==> src/rtl/core_lsu_stall_ctrl_if.sv <==
// Data-memory port of the load/store unit: request fields out, ack/read data back.
interface core_lsu_stall_ctrl_if;
  logic        dmem_req_out;
  logic        dmem_we_out;
  logic [3:0]  dmem_be_out;
  logic [31:0] dmem_addr_out;
  logic [31:0] dmem_wdata_out;
  logic        dmem_ack_in;
  logic [31:0] dmem_rdata_in;

  modport master (
    output dmem_req_out, dmem_we_out, dmem_be_out, dmem_addr_out, dmem_wdata_out,
    input  dmem_ack_in, dmem_rdata_in
  );

  modport slave (
    input  dmem_req_out, dmem_we_out, dmem_be_out, dmem_addr_out, dmem_wdata_out,
    output dmem_ack_in, dmem_rdata_in
  );
endinterface

==> src/rtl/core_lsu_stall_ctrl.sv <==
// Mem-stage load/store unit: turns a pipeline load/store into a req/ack bus
// transaction, freezes the pipeline until it completes, aligns/extends load
// data, builds store byte enables and flags misaligned or timed-out accesses.
module core_lsu_stall_ctrl #(
  parameter int unsigned TIMEOUT = 255,
  parameter int unsigned TO_W    = 8
) (
  input  logic        clk,
  input  logic        rst_n,
  input  logic        lsu_req_valid_in,
  input  logic        lsu_we_in,
  input  logic [1:0]  lsu_size_in,
  input  logic        lsu_sign_in,
  input  logic [31:0] lsu_addr_in,
  input  logic [31:0] lsu_wdata_in,
  input  logic        lsu_kill_in,
  output logic        lsu_stall_out,
  output logic [31:0] lsu_rdata_out,
  output logic        lsu_rdata_vld_out,
  output logic        lsu_misalign_out,
  output logic        lsu_err_out,
  core_lsu_stall_ctrl_if.master dmem
);

  typedef enum logic [1:0] {S_IDLE, S_REQ, S_DONE} state_t;

  state_t      r_state;
  state_t      w_next;

  logic        r_req;
  logic        r_we;
  logic [3:0]  r_be;
  logic [31:0] r_addr;
  logic [31:0] r_wdata;
  logic [1:0]  r_size;
  logic        r_sign;
  logic [1:0]  r_off;
  logic        r_kill;
  logic [TO_W-1:0] r_cnt;
  logic [31:0] r_rdata;
  logic        r_rdata_vld;
  logic        r_err;

  logic        w_misalign;
  logic        w_present;
  logic        w_accept;
  logic        w_ack;
  logic        w_timeout;
  logic        w_kill_now;
  logic [3:0]  w_be;
  logic [31:0] w_wdata;
  logic [31:0] w_shift;
  logic [31:0] w_load;

  // Access legality, request acceptance and REQ-phase completion conditions.
  always_comb begin
    w_misalign = (lsu_size_in == 2'b11) ||
                 ((lsu_size_in == 2'b01) && lsu_addr_in[0]) ||
                 ((lsu_size_in == 2'b10) && (lsu_addr_in[1:0] != 2'b00));
    w_present  = (r_state == S_IDLE) && lsu_req_valid_in && !lsu_kill_in;
    w_accept   = w_present && !w_misalign;
    w_ack      = (r_state == S_REQ) && dmem.dmem_ack_in;
    w_timeout  = (r_state == S_REQ) && !dmem.dmem_ack_in &&
                 (r_cnt == TO_W'(TIMEOUT - 1));
    w_kill_now = r_kill || lsu_kill_in;
  end

  // Store lane replication and byte enables; loads fetch the whole word.
  always_comb begin
    w_be    = 4'b1111;
    w_wdata = '0;
    if (lsu_we_in) begin
      case (lsu_size_in)
        2'b00: begin
          w_be    = 4'b0001 << lsu_addr_in[1:0];
          w_wdata = {4{lsu_wdata_in[7:0]}};
        end
        2'b01: begin
          w_be    = 4'b0011 << lsu_addr_in[1:0];
          w_wdata = {2{lsu_wdata_in[15:0]}};
        end
        default: begin
          w_be    = 4'b1111;
          w_wdata = lsu_wdata_in;
        end
      endcase
    end
  end

  // Load alignment: shift the selected lane down, then sign/zero-extend.
  always_comb begin
    w_shift = dmem.dmem_rdata_in >> {r_off, 3'b000};
    case (r_size)
      2'b00:   w_load = {{24{r_sign & w_shift[7]}},  w_shift[7:0]};
      2'b01:   w_load = {{16{r_sign & w_shift[15]}}, w_shift[15:0]};
      default: w_load = w_shift;
    endcase
  end

  // State register.
  always_ff @(posedge clk) begin
    if (!rst_n) r_state <= S_IDLE;
    else        r_state <= w_next;
  end

  // Next state and the combinational pipeline-facing outputs.
  always_comb begin
    w_next           = r_state;
    lsu_stall_out    = 1'b0;
    lsu_misalign_out = 1'b0;
    case (r_state)
      S_IDLE: begin
        lsu_stall_out    = rst_n && w_accept;
        lsu_misalign_out = rst_n && w_present && w_misalign;
        if (w_accept) w_next = S_REQ;
      end
      S_REQ: begin
        lsu_stall_out = rst_n;
        if (w_ack || w_timeout) w_next = S_DONE;
      end
      default: w_next = S_IDLE;
    endcase
  end

  // Request capture, timeout counting, and completion results.
  always_ff @(posedge clk) begin
    if (!rst_n) begin
      r_req       <= 1'b0;
      r_we        <= 1'b0;
      r_be        <= '0;
      r_addr      <= '0;
      r_wdata     <= '0;
      r_size      <= '0;
      r_sign      <= 1'b0;
      r_off       <= '0;
      r_kill      <= 1'b0;
      r_cnt       <= '0;
      r_rdata     <= '0;
      r_rdata_vld <= 1'b0;
      r_err       <= 1'b0;
    end else begin
      r_rdata_vld <= 1'b0;
      r_err       <= 1'b0;
      case (r_state)
        S_IDLE: begin
          if (w_accept) begin
            r_req   <= 1'b1;
            r_we    <= lsu_we_in;
            r_be    <= w_be;
            r_addr  <= {lsu_addr_in[31:2], 2'b00};
            r_wdata <= w_wdata;
            r_size  <= lsu_size_in;
            r_sign  <= lsu_sign_in;
            r_off   <= lsu_addr_in[1:0];
            r_kill  <= 1'b0;
            r_cnt   <= '0;
          end
        end
        S_REQ: begin
          // A kill arriving in the ack/timeout cycle itself still counts.
          if (w_ack) begin
            r_req       <= 1'b0;
            r_rdata     <= r_we ? '0 : w_load;
            r_rdata_vld <= !r_we && !w_kill_now;
          end else if (w_timeout) begin
            r_req   <= 1'b0;
            r_rdata <= '0;
            r_err   <= !w_kill_now;
          end else begin
            r_cnt  <= r_cnt + TO_W'(1);
            r_kill <= w_kill_now;
          end
        end
        default: ;
      endcase
    end
  end

  assign dmem.dmem_req_out   = r_req;
  assign dmem.dmem_we_out    = r_we;
  assign dmem.dmem_be_out    = r_be;
  assign dmem.dmem_addr_out  = r_addr;
  assign dmem.dmem_wdata_out = r_wdata;
  assign lsu_rdata_out       = r_rdata;
  assign lsu_rdata_vld_out   = r_rdata_vld;
  assign lsu_err_out         = r_err;

endmodule
==> src/flat_wrapper.sv <==
// flat-port wrapper written by rule: the top's interface ports become plain ports
module core_lsu_stall_ctrl_flat 
#(
  parameter int unsigned TIMEOUT = 255,
  parameter int unsigned TO_W    = 8
)
  (clk, rst_n, lsu_req_valid_in, lsu_we_in, lsu_size_in, lsu_sign_in, lsu_addr_in, lsu_wdata_in, lsu_kill_in, lsu_stall_out, lsu_rdata_out, lsu_rdata_vld_out, lsu_misalign_out, lsu_err_out, dmem_dmem_req_out, dmem_dmem_we_out, dmem_dmem_be_out, dmem_dmem_addr_out, dmem_dmem_wdata_out, dmem_dmem_ack_in, dmem_dmem_rdata_in);
  core_lsu_stall_ctrl_if dmem_i ();
  input  logic clk;
  input  logic rst_n;
  input  logic lsu_req_valid_in;
  input  logic lsu_we_in;
  input  logic [1:0] lsu_size_in;
  input  logic lsu_sign_in;
  input  logic [31:0] lsu_addr_in;
  input  logic [31:0] lsu_wdata_in;
  input  logic lsu_kill_in;
  output logic lsu_stall_out;
  output logic [31:0] lsu_rdata_out;
  output logic lsu_rdata_vld_out;
  output logic lsu_misalign_out;
  output logic lsu_err_out;
  output wire logic [$bits(dmem_i.dmem_req_out)-1:0] dmem_dmem_req_out;
  output wire logic [$bits(dmem_i.dmem_we_out)-1:0] dmem_dmem_we_out;
  output wire logic [$bits(dmem_i.dmem_be_out)-1:0] dmem_dmem_be_out;
  output wire logic [$bits(dmem_i.dmem_addr_out)-1:0] dmem_dmem_addr_out;
  output wire logic [$bits(dmem_i.dmem_wdata_out)-1:0] dmem_dmem_wdata_out;
  input wire logic [$bits(dmem_i.dmem_ack_in)-1:0] dmem_dmem_ack_in;
  input wire logic [$bits(dmem_i.dmem_rdata_in)-1:0] dmem_dmem_rdata_in;
  assign dmem_dmem_req_out = dmem_i.dmem_req_out;
  assign dmem_dmem_we_out = dmem_i.dmem_we_out;
  assign dmem_dmem_be_out = dmem_i.dmem_be_out;
  assign dmem_dmem_addr_out = dmem_i.dmem_addr_out;
  assign dmem_dmem_wdata_out = dmem_i.dmem_wdata_out;
  assign dmem_i.dmem_ack_in = dmem_dmem_ack_in;
  assign dmem_i.dmem_rdata_in = dmem_dmem_rdata_in;
  core_lsu_stall_ctrl #(.TIMEOUT(TIMEOUT), .TO_W(TO_W)) u_core (.clk(clk), .rst_n(rst_n), .lsu_req_valid_in(lsu_req_valid_in), .lsu_we_in(lsu_we_in), .lsu_size_in(lsu_size_in), .lsu_sign_in(lsu_sign_in), .lsu_addr_in(lsu_addr_in), .lsu_wdata_in(lsu_wdata_in), .lsu_kill_in(lsu_kill_in), .lsu_stall_out(lsu_stall_out), .lsu_rdata_out(lsu_rdata_out), .lsu_rdata_vld_out(lsu_rdata_vld_out), .lsu_misalign_out(lsu_misalign_out), .lsu_err_out(lsu_err_out), .dmem(dmem_i));
endmodule
==> config.mk <==
export PLATFORM = sky130hd
export DESIGN_NAME = core_lsu_stall_ctrl_flat
export DESIGN_NICKNAME = d
export VERILOG_FILES = /design/src/rtl/core_lsu_stall_ctrl_if.sv /design/src/rtl/core_lsu_stall_ctrl.sv /design/src/flat_wrapper.sv
export SDC_FILE = /design/constraint.sdc
export NUM_CORES = 1
export LEC_CHECK = 0
export ABC_AREA = 1
export BUFFER_PORTS_ARGS = -buffer_cell sky130_fd_sc_hd__buf_4
export CAP_MARGIN = 20
export CELL_PAD_IN_SITES_DETAIL_PLACEMENT = 1
export CELL_PAD_IN_SITES_GLOBAL_PLACEMENT = 2
export CORE_MARGIN = 3
export CORE_UTILIZATION = 26
export CTS_BUF_LIST = sky130_fd_sc_hd__clkbuf_4 sky130_fd_sc_hd__clkbuf_8
export CTS_CLUSTER_DIAMETER = 50
export DETAILED_ROUTE_END_ITERATION = 10
export PLACE_DENSITY = 0.92
export SLEW_MARGIN = 40
export SYNTH_ARGS = -nofsm -noshare
export SYNTH_HDL_FRONTEND = slang
export SYNTH_SLANG_ARGS = --single-unit
export TNS_END_PERCENT = 20
==> constraint.sdc <==
create_clock -name clk -period 2.1 [get_ports clk]
set_clock_uncertainty 0.05 [all_clocks]
set_input_delay 0.21 -clock clk [delete_from_list [all_inputs] [get_ports clk]]
set_output_delay 0.21 -clock clk [all_outputs]
set_load 0.1 [all_outputs]
[Word-level counts from Yosys, hierarchy flattened]
Cells that the tools add are included.
Word-level totals
  flip-flop bits (word level): 118
  input bits: 105
  output and inout port bits: 106
  logic and storage cells: 93
Operators by class
  add/sub/neg operators: 1
  eq/ne operators: 11
  shift operators: 3
  multiplexer cells: 25
  bitwise logic cells: 5
  reductions and logical operators: 34
Operator list (number)
  $mux W32: 4
  $pmux W32 S2: 2
  $shr A32 B5 Y32: 1
  $mux W8: 3
  $pmux W8 S2: 1
  $logic_and A1 B1 Y1: 12
  $add A8 B1 Y8 const B: 1
  $eq A8 B8 Y1 const B: 1
  $pmux W4 S2: 1
  $mux W1: 7
  $eq A2 B1 Y1 const B: 3
  $logic_not A2 Y1: 3
  $ne A2 B2 Y1 const B: 3
  $pmux W1 S2: 3
  $reduce_and A2 Y1: 3
  $reduce_and A3 Y1: 2
  $reduce_bool A2 Y1: 3
  $logic_not A1 Y1: 5
  $eq A2 B2 Y1 const B: 2
  $logic_or A1 B1 Y1: 4
  $mux W2: 2
  $mux W4: 1
  $pmux W2 S2: 1
  $reduce_and A4 Y1: 1
  other kinds (7): 10

[Longest topological paths before layout]
Gate-level depths: netlist (run 1).
  word-level depth: 8
  mapped depth: 11
  depth with buffers taken out: 11

[Worst setup path after synthesis (run 1)]
OpenSTA, ideal clock, no wires.
  path type: reg2out
  from: register u_core.r_state[1]
  to: output lsu_stall_out
  arrival: 2392 ps
  data required time: 1840 ps
  slack: -552 ps
  stages on the path, launching flop included: 7
  path buffers: 1
  cell sequence: dfxtp_1 -> inv_2 -> nand2_1 -> nor2_1 -> nand3_4 -> buf_2 -> a21oi_1
Between the ends
  cells in the longest elaborated chain, start to end: 6
Ends and longest elaborated chain
  start: declaration: RTL line core_lsu_stall_ctrl.sv:27  | state_t r_state;
  start signal: assignment: RTL line core_lsu_stall_ctrl.sv:103  | else r_state <= w_next;
  $logic_not A2 Y1: RTL line core_lsu_stall_ctrl.sv:60, core_lsu_stall_ctrl.sv:111
  $logic_and A1 B1 Y1 (2 in series): RTL line core_lsu_stall_ctrl.sv:60  | w_present = (r_state == S_IDLE) && lsu_req_valid_in && !lsu_kill_in;
  $logic_and A1 B1 Y1: RTL line core_lsu_stall_ctrl.sv:61  | w_accept = w_present && !w_misalign;
  $logic_and A1 B1 Y1: RTL line core_lsu_stall_ctrl.sv:113  | lsu_stall_out = rst_n && w_accept;
  $pmux W1 S2 *: RTL line core_lsu_stall_ctrl.sv:111  | case (r_state)
  end: declaration: RTL line flat_wrapper.sv:18  | output logic lsu_stall_out;
Every way passes the cells marked *; elsewhere a longest branch is shown, timed or not.

[Worst setup path in the final report (run 1)]
  from: register u_core.r_state[0]
  to: output lsu_misalign_out
Between the ends
  cells in the longest elaborated chain, start to end: 6
Ends and longest elaborated chain
  $logic_not A2 Y1 *: RTL line core_lsu_stall_ctrl.sv:60, core_lsu_stall_ctrl.sv:111
  $logic_and A1 B1 Y1 (2 in series): RTL line core_lsu_stall_ctrl.sv:60
  $logic_and A1 B1 Y1 (2 in series): RTL line core_lsu_stall_ctrl.sv:114  | lsu_misalign_out = rst_n && w_present && w_misalign;
  $mux W1 *: RTL line core_lsu_stall_ctrl.sv:111
  end: declaration: RTL line flat_wrapper.sv:21  | output logic lsu_misalign_out;
Marked as above.

==> flow_summary.json, run 1 <==
{
  "status": "finished clean",
  "synthesis.instances": 809,
  "cp-endpoint": "lsu_misalign_out",
  "use_met2_pct": 30.4,
  "finalCritPeriodShare_pct": 90.1,
  "crit_path_max_fanout": 2,
  "hold_depth": 3,
  "dr.pass1.iters": 4,
  "num_rows": 52,
  "hold_viol": 0,
  "maxCapViolations": 0,
  "endpoint_kind": "output pin",
  "grt_pass1_vias": 6284,
  "synth_seq_cells": 118,
  "synth_area_per_cell_um2": 6.78,
  "via_per_inst": 4.61,
  "multi_input_area_um2": 2670,
  "ios": 211,
  "fmax_mhz": 528,
  "ys_types": 28,
  "async_flop_share_pct": 0,
  "overflow": 0,
  "grt_antenna_before_repair": 0,
  "synth_top_family_by_area": "simple AND/OR/NAND/NOR gates",
  "yosys.area_share.adder_pct": 0.456,
  "grt_util_all_layers_pct": 18.4,
  "worstRegToRegCells": 9,
  "htreeDepth": 4,
  "cp.required_ns": 1.84,
  "die-area_um2": 22900,
  "drc": 0,
  "setup_violations": 0,
  "slew_headroom_pct": 52.7,
  "grt_max_degree": 65,
  "reg2reg_from": "u_core.r_cnt[4]$_SDFFE_PN0P_",
  "synth_edf_count": 0,
  "r2r-end": "u_core.r_cnt[7]$_SDFFE_PN0P_",
  "initial_utilization_pct": 26.8,
  "rsz0062_at_grt": "no",
  "globalRouteMet3Util_pct": 7.27,
  "hp-class": "input pin to flop",
  "crit_arrival_ns": 1.63,
  "io_buffers": 208,
  "core_area_um2": 20500,
  "die_height_um": 151,
  "clock-root-buffer": "clkbuf_8",
  "totalWireLength_mm": 21.3,
  "layout-drive-gt1-share_pct": 27.8,
  "nFillCells": 2576,
  "synth_xor_area_share_pct": 0.160,
  "finalInstanceArea_um2": 8130,
  "start_kind": "flop",
  "synth_most_common_cell": "nand2_1",
  "synth_top_area_share_pct": 43.1,
  "seqCellArea_um2": 2360,
  "cts.sinks": 118,
  "clock_latency_ns": 0.43,
  "syn2layout_area_growth_pct": 48.3,
  "ff2ff_setup_slack_ns": 0.24,
  "p_total_uw": 5910,
  "syn_area_um2": 5490,
  "cts_inserted_buffers": 17,
  "synth.area.mux_share_pct": 0,
  "place_area_um2": 7270,
  "setup.worst_path.class": "flop to output pin",
  "cts_tree": "yes",
  "clockBufferDepth": 2,
  "synth-compound-area-share_pct": 15.8,
  "synth_common_cells": "nand2_1 (287), a21oi_1 (124), dfxtp_1 (118)",
  "dieWidth_um": 151,
  "fin_ws_ns": 0.207,
  "drv_slew": 0,
  "place_hpwl_mm": 15.0,
  "power_leakage_uw": 0.00359,
  "period_needed_ns": 1.89,
  "yosysSeqAreaShare_pct": 43.1,
  "powerDensity_nw_per_um2": 726,
  "grt_pass1_wl_mm": 33.3,
  "cts.clk_slew.worst_paths_ns": 0.07,
  "synthSimpleGateAreaFrac_pct": 32.0,
  "tightest_slew_ns": 0.709,
  "ys.flop_type": "dfxtp_1",
  "dp_slack_ns": 0.333,
  "yosys.area.top_type": "dfxtp_1",
  "drtAntennaViolNets": 0,
  "nets": 1148,
  "grt_busiest_layer": "met2",
  "finalWeightedCongestion": 0.805,
  "vias": 6114,
  "yosys-top-cells-area": "dfxtp_1 (43%), nand2_1 (20%), a21oi_1 (11%), nand3_1 (4.7%), o21ai_0 (3.1%)",
  "wl_per_cell_um": 16.1,
  "ir_worst_vdd_mv": 0.432,
  "fin_setup_tns_ns": 0,
  "first_iter_violations": 255,
  "crit_start": "u_core.r_state[0]$_SDFFE_PN0P_",
  "synth_warnings": 0,
  "gr-usage-met1_pct": 22.6
}
[sequential cells by signal, indices dropped and copies added, names as in the netlist]
signal,flops
u_core.dmem.dmem_wdata_out,32
u_core.lsu_rdata_out,32
u_core.dmem.dmem_addr_out,30
u_core.r_cnt,8
u_core.dmem.dmem_be_out,4
u_core.r_off,2
u_core.r_size,2
u_core.r_state,2
u_core.dmem.dmem_req_out,1
u_core.dmem.dmem_we_out,1
u_core.lsu_err_out,1
u_core.lsu_rdata_vld_out,1
u_core.r_kill,1
u_core.r_sign,1
[final cells by class]
cell class / count / area share [%]
multi-input combinational: 591 / 32.8
sequential: 118 / 29.0
timing repair buffer: 266 / 26.3
tap: 270 / 4.15
clock buffer: 19 / 3.14
clock inverter: 13 / 2.35
inverter: 47 / 2.18
antenna: 1 / 0.0308
[per-layer routing]
layer  wire length, um  up-vias
met5                 0        -
met3              1930       13
met4               198        0
met2             10000      176
li1                  -     3069
met1              9170     2856
[power breakdown]
group / switching, uW / total [uW] / internal [uW] / leakage [uW]
combinational: 806 / 1190 / 380 / 0.00242
clock: 1030 / 2390 / 1350 / 0.000217
sequential: 38.2 / 2330 / 2300 / 0.000955
[per-stage QoR]
stage,hold slack (ns),utilization (%),cells
2_1_floorplan,0.237,-,810
4_1_cts,0.00941,39.7,1324
5_1_grt,0.0229,39.7,1324
3_3_place_gp,0.396,35.5,1251
6_report,0.0305,39.7,1325
3_5_place_dp,0.393,35.5,1251
[logic make-up after synthesis]
group	count (synthesis)
simple gates	418
compound gates	168
flops	118
buf+inv	101
fa+ha+maj	2
xor+xnor	1
other cells	1
[worst max-delay path: stages, from the launching register on]
cell     delay (ns)
dfxtp_1        0.33
inv_1          0.06
nand2_1        0.04
nor2_1         0.20
nand2_1        0.08
a21oi_1        0.22
buf_6          0.28
[timing repair]
item                                    CTS  global route
pin swaps                                 1             0
endpoints found under the hold margin    40             0
buffers inserted                          1             0
hold buffers                             40             0
endpoints found under the setup margin    1             1
gates resized for setup                   0             1
[placed cells by master, fill, tap and decap left out, drive strengths merged, types with 7 or more instances in the layout]
cell	instances
inv	50
nor3	7
o211ai	9
o21ai	35
nand2	291
a21oi	124
dlygate4sd3	40
nor2	45
clkbuf	19
buf	226
or2	12
dfxtp	118
nand3	54
[how the worst min path moves through the flow]
stage | start | endpoint | slack, ns
after floorplan | dmem_dmem_ack_in | u_core.lsu_err_out$_SDFF_PP0_ | 0.24
after global placement | dmem_dmem_ack_in | u_core.lsu_err_out$_SDFF_PP0_ | 0.40
after detailed placement | dmem_dmem_ack_in | u_core.lsu_err_out$_SDFF_PP0_ | 0.39
after CTS | lsu_sign_in | u_core.r_sign$_SDFFE_PN0P_ | 0.009
after global routing | lsu_sign_in | u_core.r_sign$_SDFFE_PN0P_ | 0.02
final | lsu_sign_in | u_core.r_sign$_SDFFE_PN0P_ | 0.03
(Power assumes the default switching activity.)
==> run 2, diff against run 1 <==
==> constraint.sdc (replaced) <==
create_clock -name clk -period 2.1 [get_ports clk]
set_clock_uncertainty 0.05 [all_clocks]
set_input_delay 0.105 -clock clk [delete_from_list [all_inputs] [get_ports clk]]
set_output_delay 0.105 -clock clk [all_outputs]
set_load 0.1 [all_outputs]
==> flow_summary.json, run 2 (synthesis gave the netlist of run 1 again) <==
{
  "dr.pass1.iters": 5,
  "finalWeightedCongestion": 0.808,
  "hp-class": "input pin to flop",
  "endpoint_kind": "flop",
  "cts.sinks": 118,
  "layout-drive-gt1-share_pct": 27.1,
  "totalWireLength_mm": 21.6,
  "worstRegToRegCells": 7,
  "critPathBufInv": 4,
  "power_leakage_uw": 0.00370,
  "setup.worst_path.class": "input pin to flop",
  "fmax_mhz": 508,
  "r2r-end": "u_core.r_sign$_SDFFE_PN0P_",
  "reg2reg_from": "u_core.r_state[1]$_SDFFE_PN0P_",
  "grt_pass1_wl_mm": 33.9,
  "first_iter_violations": 297,
  "clock-root-buffer": "clkbuf_8",
  "dieWidth_um": 151,
  "crit_arrival_ns": 2.24,
  "min-delay-start": "dmem_dmem_rdata_in[4]",
  "clockBufferDepth": 2,
  "syn2layout_area_growth_pct": 53.1,
  "maxCapViolations": 0,
  "via_per_inst": 4.73,
  "status": "finished clean",
  "nets": 1173,
  "p_total_uw": 5810,
  "ff2ff_setup_slack_ns": 0.20,
  "vias": 6376,
  "path_depth": 9,
  "cpLargestDelayFamily": "buffers and inverters",
  "crit_path_max_fanout": 10,
  "io_buffers": 208,
  "num_rows": 52,
  "overflow": 0,
  "rsz0062_at_grt": "no",
  "crit_top_cell": "dlygate4sd3_1",
  "ir_worst_vdd_mv": 0.401,
  "critical-path-max-stage-delay_ns": 0.58,
  "path_cells": "dlygate4sd3_1 > buf_4 > inv_1 > nand2_1 > nor2_2 > nand3_2 > o21ai_0 > dlygate4sd3_1 > a21oi_1",
  "cp_slowest_cell": "dlygate4sd3_1",
  "hold_ws_ns": 0.0254,
  "clock_latency_ns": 0.43,
  "hold_depth": 5,
  "grt_max_degree": 41,
  "grt_antenna_before_repair": 0,
  "start_kind": "input pin",
  "core_area_um2": 20500,
  "seqCellArea_um2": 2360,
  "wl_per_cell_um": 16.0,
  "cts.clk_slew.worst_paths_ns": 0.09,
  "grt_util_all_layers_pct": 18.7,
  "cts_tree": "yes",
  "whs_endpoint": "u_core.lsu_rdata_out[4]$_SDFFE_PN0P_",
  "final_common_cell": "nand2_1",
  "cp.required_ns": 2.37,
  "drc": 0,
  "diodes": 0,
  "initial_utilization_pct": 26.8,
  "place_hpwl_mm": 14.8,
  "powerDensity_nw_per_um2": 692,
  "hold_viol": 0,
  "period_needed_ns": 1.97,
  "multi_input_area_um2": 2680,
  "cts_inserted_buffers": 17,
  "finalCritPeriodShare_pct": 93.7,
  "htreeDepth": 4,
  "grt_pass1_vias": 6510,
  "die_height_um": 151,
  "nFillCells": 2550,
  "ios": 211,
  "setup_violations": 0,
  "drtAntennaViolNets": 0,
  "die-area_um2": 22900,
  "drv_slew": 0,
  "layout_common_cells": "nand2_1 (287), buf_4 (216), a21oi_1 (123)"
}
==> run 2: how the worst max path moves through the flow <==
stage	startpoint	endpoint	slack, ns
6_report	lsu_kill_in	u_core.r_sign$_SDFFE_PN0P_	0.13
4_1_cts	lsu_kill_in	lsu_stall_out	0.04
3_3_place_gp	u_core.r_state[1]$_SDFFE_PN0P_	u_core.dmem.dmem_addr_out[10]$_SDFFE_PN0P_	0.32
5_1_grt	lsu_kill_in	lsu_stall_out	0.04
2_1_floorplan	u_core.r_state[1]$_SDFFE_PN0P_	lsu_misalign_out	-0.16
3_5_place_dp	u_core.r_state[0]$_SDFFE_PN0P_	u_core.dmem.dmem_addr_out[14]$_SDFFE_PN0P_	0.25
==> run 2: cell type report <==
type	count	area share [%]
repair buffers	290	28.9
flip-flops and latches	118	28.1
multi-input cells	592	31.9
inverters	47	2.12
clock inverters	15	2.16
clock buffers	17	2.79
well taps	270	4.02
==> run 2: metrics by stage <==
stage          TNS, ns  worst slack, ns  instances  utilization, %  area (um2)
6_report             0            0.132       1349            41.0        8400
5_1_grt              0           0.0406       1349            41.0        8400
4_1_cts              0           0.0427       1349            41.0        8390
3_5_place_dp         0            0.248       1249            35.6        7300
3_3_place_gp         0            0.324       1249            35.6        7300
2_1_floorplan   -0.161           -0.161        810               -        5490
==> run 2: report_power, final <==
group          total, uW  switching [uW]  internal [uW]  leakage [uW]
Combinational       1240             819            417       0.00254
Clock               2240            1140           1100      0.000204
Sequential          2330            38.8           2300      0.000955
Total               5810            1990           3820       0.00370
==> run 2: per-layer routing <==
metal  global-route usage, %  share of wire [%]  up-vias
met5                       0                  0        -
li1                        -                  -     3124
met4                    5.98                1.8        0
met2                    31.0                 47      219
met3                    5.63                7.9       27
met1                    23.2                 43     3006
==> run 2: tightest hold or removal path: cells and delay by family <==
family	cells	cell delay, ns
buf+inv	1	0.08
compound gates	2	0.19
simple gates	2	0.10
==> run 2: timing repair <==
item                       4_1_cts  5_1_grt
setup buffers                    0        0
hold buffers                    67        0
setup endpoints to repair        1        1
gates cloned                     1        0
gates resized for setup          1        1
hold endpoints to repair        72        0
pin swaps                        1        0
